===== config.mk =====
export PLATFORM = sky130hd
export DESIGN_NAME = msk_unmask_serial
export DESIGN_NICKNAME = d
export VERILOG_FILES = /design/src/rtl/msk_unmask_pkg.sv /design/src/rtl/msk_share_mux.sv /design/src/rtl/msk_unmask_serial.sv
export SDC_FILE = /design/constraint.sdc
export NUM_CORES = 1
export LEC_CHECK = 0
export BUFFER_PORTS_ARGS = -buffer_cell sky130_fd_sc_hd__buf_2
export CAP_MARGIN = 15
export CORE_MARGIN = 2
export CORE_UTILIZATION = 30
export DETAILED_ROUTE_END_ITERATION = 8
export GPL_TIMING_DRIVEN = 0
export SLEW_MARGIN = 10
export SYNTH_ARGS = -nofsm -noshare
export SYNTH_HDL_FRONTEND = slang
export SYNTH_SLANG_ARGS = --single-unit

===== constraint.sdc =====
create_clock -name clk -period 2.1 [get_ports clk]
set_input_delay 0.525 -clock clk [delete_from_list [all_inputs] [get_ports clk]]
set_output_delay 0.525 -clock clk [all_outputs]
set_load 0.02 [all_outputs]

===== src/rtl/msk_unmask_pkg.sv =====
// msk_unmask_pkg: shared state encoding and counter sizing for the serial unmasker.
package msk_unmask_pkg;
    typedef enum logic [1:0] {IDLE, ACCUM, DONE} state_t;

    function automatic int cnt_width(input int d);
        return $clog2(d + 1);
    endfunction
endpackage


===== src/rtl/msk_share_mux.sv =====
// msk_share_mux: picks share[sel] out of the d shares of one bit.
module msk_share_mux #(
    parameter int d  = 2,
    parameter int CW = 2
) (
    input  logic [d-1:0]  slot,
    input  logic [CW-1:0] sel,
    output logic          share
);
    always_comb begin
        share = 1'b0;
        for (int j = 0; j < d; j++) if (sel == CW'(j)) share = slot[j];
    end
endmodule


===== src/rtl/msk_unmask_serial.sv =====
// msk_unmask_serial: recombines a d-share boolean masking one share per cycle,
// so no two input shares ever meet in the same combinational XOR.
module msk_unmask_serial
    import msk_unmask_pkg::*;
#(
    parameter int d = 2,
    parameter int W = 8
) (
    input  logic           clk,
    input  logic           rst_n,
    input  logic [W*d-1:0] in_data,
    input  logic           in_valid,
    output logic           in_ready,
    output logic [W-1:0]   out_data,
    output logic           out_valid,
    input  logic           out_ready
);
    localparam int CW = cnt_width(d);

    if (d < 2) begin : g_bad_d
        $error("msk_unmask_serial: d must be at least 2");
    end

    state_t state, state_next;
    logic [W*d-1:0] share_q, keep;
    logic [W-1:0] acc, pick, share0;
    logic [CW-1:0] cnt;
    logic last;

    assign last      = cnt == CW'(d - 1);
    assign in_ready  = state == IDLE;
    assign out_valid = state == DONE;
    assign out_data  = out_valid ? acc : '0;

    for (genvar b = 0; b < W; b++) begin : g_bit
        assign share0[b] = in_data[b*d];
        msk_share_mux #(.d(d), .CW(CW)) u_mux (
            .slot (share_q[b*d +: d]),
            .sel  (cnt),
            .share(pick[b])
        );
    end

    // Slot 0 went straight into acc on accept; scrub it alongside the consumed slot.
    always_comb begin
        keep = '1;
        for (int i = 0; i < W; i++) begin
            keep[i*d] = 1'b0;
            for (int j = 1; j < d; j++) if (cnt == CW'(j)) keep[i*d+j] = 1'b0;
        end
    end

    always_comb begin
        state_next = state;
        if (state == IDLE && in_valid) state_next = ACCUM;
        else if (state == ACCUM && last) state_next = DONE;
        else if (state == DONE && out_ready) state_next = IDLE;
    end

    always_ff @(posedge clk or negedge rst_n) begin
        if (!rst_n) state <= IDLE;
        else state <= state_next;
    end

    always_ff @(posedge clk or negedge rst_n) begin
        if (!rst_n) begin
            share_q <= '0;
            acc     <= '0;
            cnt     <= '0;
        end else begin
            case (state)
                IDLE: if (in_valid) begin
                    share_q <= in_data;
                    acc     <= share0;
                    cnt     <= CW'(1);
                end
                ACCUM: begin
                    acc     <= acc ^ pick;
                    share_q <= share_q & keep;
                    cnt     <= last ? '0 : cnt + CW'(1);
                end
                DONE: if (out_ready) begin
                    share_q <= '0;
                    acc     <= '0;
                    cnt     <= '0;
                end
                default: ;
            endcase
        end
    end
endmodule


# --- Word level (Yosys, flattened, before mapping) ---
# Index checks and enable logic that the tools add are counted.
# W data, S select, Z words.
word_totals:
  latch_bits: 0
  n_memories: 0
  ramBits: 0
  regBits: 28
  romBits: 0
  inputBits: 20
classes:
  n_addsub: 1
  reduce_logical: 8
  multipliers: 0
  div: 0
  magnitude_cmp: 0
  bitwise: 2
  eq_ne: 5
  shift: 0
  muxes: 31
op_table:
  columns: ["op", "count"]
  rows:
  - ["$pmux W16 S3", 1]
  - ["$mux W16", 2]
  - ["$mux W8", 3]
  - ["$pmux W8 S3", 1]
  - ["$mux W1", 17]
  - ["$and A16 B16 Y16", 1]
  - ["$mux W2", 6]
  - ["$xor A8 B8 Y8", 1]
  - ["$pmux W2 S3", 1]
  - ["$reduce_bool A3 Y1", 2]
  - ["$eq A2 B1 Y1 const B", 2]
  - ["$logic_not A2 Y1", 2]
  - ["$logic_and A1 B1 Y1", 3]
  - ["$reduce_and A3 Y1", 1]
  - ["$add A2 B1 Y2 const B", 1]
  - ["$eq A2 B2 Y1 const B", 1]
  - ["$ne A2 B1 Y1 const B", 1]
  - ["$ne A2 B2 Y1 const B", 1]

# --- Longest topological paths before layout ---
depth:
  ltp_word: 5
  depth_mapped: 8

# --- Modules after synthesis ---
# Synthesis repeated with hierarchy kept, for this count alone.
unflattened:
  hier_cells: 157
  area_unflattened_um2: 1672.9
by_module_without_submodules:
  columns: ["mod", "n_inst", "area_per_inst_um2", "cells_per_inst"]
  rows:
  - ["msk_unmask_serial", 1, 1562.7, 141]
  - ["msk_share_mux", 8, 13.8, 2]

# --- Worst setup path before layout ---
# Ideal clock, no wire load.
synth_timing:
  path_type: "register -> register"
  startpoint: "register state[0]"
  endpoint: "register share_q[0]"
  setup_ps: 121
  required_time_ps: 1979
  path_buffers: 2
  synth_period_minus_slack_ps: 1925
  setup_slack_ps: 175
  arrival_time_ps: 1804
  path_stages_with_launch: 8
  cell_sequence: "dfrtp_1 inv_1 ha_1 nor2b_1 or3_4 buf_6 buf_2 a22o_1"
synth_between:
  elab_chain_cells: 3
  word_cells_on_any_way: 8
synth_rtl:
  columns: ["element", "line_no", "rtl"]
  rows:
  - ["from (decl)", "msk_unmask_serial.sv:24", "state_t state, state_next;"]
  - ["from (signal assigned)", "msk_unmask_serial.sv:62", "else state <= state_next;"]
  - ["$logic_not A2 Y1 (*)", null, null]
  - ["net in_ready", "msk_unmask_serial.sv:13", "output logic in_ready,"]
  - ["$ne A2 B2 Y1 (no line) or $reduce_bool A3 Y1 (tied branches)", null, null]
  - ["$reduce_and A3 Y1 (no line)", null, null]
  - ["to (signal assigned)", "msk_unmask_serial.sv:73", "share_q <= in_data;"]
  - ["to (signal assigned)", "msk_unmask_serial.sv:79", "share_q <= share_q & keep;"]
  - ["to (decl)", "msk_unmask_serial.sv:25", "logic [W*d-1:0] share_q, keep;"]
# The timed path passes the listed nets; every way through them passes the cells marked *.
# A chain may end at the register's enable or synchronous reset.

# --- Worst setup path after layout ---
layout_timing:
  startpoint: "register state[0]"
  endpoint: "register share_q[10]"
layout_between:
  elab_chain_cells: 3
  word_cells_on_any_way: 8
layout_rtl:
  columns: ["element", "line_no", "rtl"]
  rows:
  - ["$eq A2 B2 Y1 (tied with other cells)", "msk_unmask_serial.sv:71", "case (state)"]
  - ["$ne A2 B1 Y1 (no line) (tied with other cells)", null, null]
  - ["$reduce_and A3 Y1 (no line)", null, null]
# Several ways; a longest one is shown, not always the timed one.

==> impl_metrics.tcl <==
set metrics [dict create \
    status "complete, no violations" \
    min_period_ps 2020 \
    worst_ir_drop_vdd_mv 0.705 \
    place_area_um2 1690 \
    core-area_um2 4720 \
    cp-end-kind "register" \
    skew_ps 12.0 \
    rsz0062_at_grt "yes" \
    port_buffers 29 \
    clk_pin_slew_ps 110 \
    async_reset_ff_frac 1.00 \
    dp_hpwl_mm 2.53 \
    routed_via_density 5.10 \
    root_buffer "clkbuf_8" \
    layout_commonest_cell "buf_2" \
    syn_to_final_growth_pct 21.2 \
    leakage_nw 0.848 \
    gp_congestion 0.781 \
    htreeDepth 1 \
    setup_viol 0 \
    fmax_mhz 496 \
    synth-seq-cells 28 \
    syn-cell-area_um2 1460 \
    drtIter0Drc 41 \
    cp-startpoint "state[0]$_DFFE_PN0P_" \
    worstPathMaxFanout 10 \
    finish.utilization 0.375 \
    hp-class "in -> async" \
    antenna_found_initial 0 \
    yosysWarnings 0 \
    routed-via-count 1142 \
    clk_path_buf_depth 2 \
    tritoncts "built" \
    drc_errors 0 \
    maxCapViolCount 0 \
    tightestPinTransition_ps 688 \
    r2r-end "share_q[10]$_DFFE_PN0P_" \
    gr-total-overflow 0 \
    grt_max_degree 29 \
    drv_slew 0 \
    drtPass1Iterations 4 \
    synth.distinct_cells 24 \
    required_ps 2320 \
    grt_pass1_vias 1149 \
    r2r_cells 7 \
    r2r-start "state[0]$_DFFE_PN0P_" \
    grt.total_usage 0.143 \
    wl_mm 3.64 \
    diodes 0 \
    num_rows 25 \
    relSlewSlack 0.538 \
    synth_edf_count 0 \
    r2r_setup_slack_ps 80 \
    critPathKind "reg -> reg" \
    ctsHoldBuffers 0 \
    hold_viol_final 0 \
    synth-seq-area-share 0.479 \
    routedWlPerCell_um 16.3 \
    cp-start-kind "register" \
    initial_core_util 0.310 \
    drive_gt1_frac 0.331 \
    nets 182 \
    io_pins 30 \
    cts_buffers 3 \
    dieHeight_um 73.8 \
    die_w_um 73.8 \
    fin_cells 224 \
    grt_pass1_wl_mm 5.87 \
    dieArea_um2 5450 \
    period_share 0.961 \
    worstPathArrival_ps 2240 \
    layout_common_cells "32 x buf_2, 28 x dfrtp_1, 16 x a22o_1, 9 x nor2_1, 9 x o21ai_0" \
    powerDensity_nw_per_um2 1700 \
    syn_inst 124 \
    clk_latency_ps 290 \
    syn_avg_cell_area_um2 11.8 \
    synth_flop_cell "dfrtp_1" \
    cts.sinks 28 \
    final_area_um2 1770 \
    drtAntennaViolNets 0 \
    synth_fp_nets 148 \
    dp.cells 220 \
]
flip-flops by register name (all words and copies together), names as in the netlist:
signal,count
share_q,16
acc,8
cnt,2
state,2
critical path: stages (launching register included):
cell	delay [ps]
dfrtp_1	410
inv_1	80
ha_1	230
nor2b_1	180
or3_4	380
nor2_2	260
buf_4	250
a22o_1	160
worst max-delay path by stage:
stage	end	slack, ps
floorplan	share_q[0]$_DFFE_PN0P_	170
global placement	share_q[5]$_DFFE_PN0P_	1
detailed placement	share_q[1]$_DFFE_PN0P_	-30
CTS	out_data[4]	40
global route	acc[6]$_DFFE_PN0P_	-20
finish	share_q[10]$_DFFE_PN0P_	80
final cells by class:
class                           instances  area, um2
Tap cell                               67       83.8
Buffer                                  8       52.6
Multi-Input combinational cell         86        712
Inverter                                2       7.51
Sequential cell                        28        701
Fill cell                             467       2950
Clock buffer                            3       41.3
Clock inverter                          1       30.0
Timing Repair Buffer                   29        145
cell families after synthesis:
kind of cell    share of synthesized area
mux                                0.0624
fa+ha+maj                          0.0342
compound gates                      0.202
simple gates                        0.184
buf+inv                            0.0385
flops                               0.479
synth_stat cells, types with 2 or more instances:
library cell | count | share of area
buf_2 | 3 | 0.010
mux2i_1 | 8 | 0.055
clkbuf_1 | 2 | 0.0051
a221o_1 | 8 | 0.055
nor2b_1 | 3 | 0.013
ha_1 | 4 | 0.034
and2_1 | 8 | 0.034
nand2_1 | 5 | 0.013
dfrtp_1 | 28 | 0.48
a22o_1 | 16 | 0.096
inv_1 | 2 | 0.0051
nor2_1 | 9 | 0.023
o21ai_0 | 9 | 0.031
buf_4 | 2 | 0.010
nor4b_2 | 8 | 0.082
through the flow:
step	setup WS (ps)	setup TNS, ps	hold slack [ps]	total power [mW]
finish	81.9	0	242	3.01
global route	-23.1	-124	293	3.23
CTS	44.4	0	273	3.04
detailed placement	-28.0	-149	489	2.56
global placement	1.24	0	485	2.51
floorplan	175	0	229	2.13
power breakdown:
part / internal, mW / leakage [nW] / switching (mW)
Sequential: 0.768 / 0.359 / 0.158
Clock: 0.256 / 0.0357 / 0.181
Combinational: 0.727 / 0.453 / 0.924
what timing repair did:
item,4_1_cts,5_1_grt
endpoints found under the hold margin,0,0
gates resized for setup,3,1
setup endpoints to repair,16,20
buffers inserted,0,0
layer usage:
metal	track usage	vias to the layer above	share of wire
met5	0	-	0
met2	0.227	37	0.46
met3	0.0343	3	0.065
met1	0.201	572	0.47
li1	-	530	-
met4	0.0242	0	0.0041
Power figures use the tool's default switching activity.
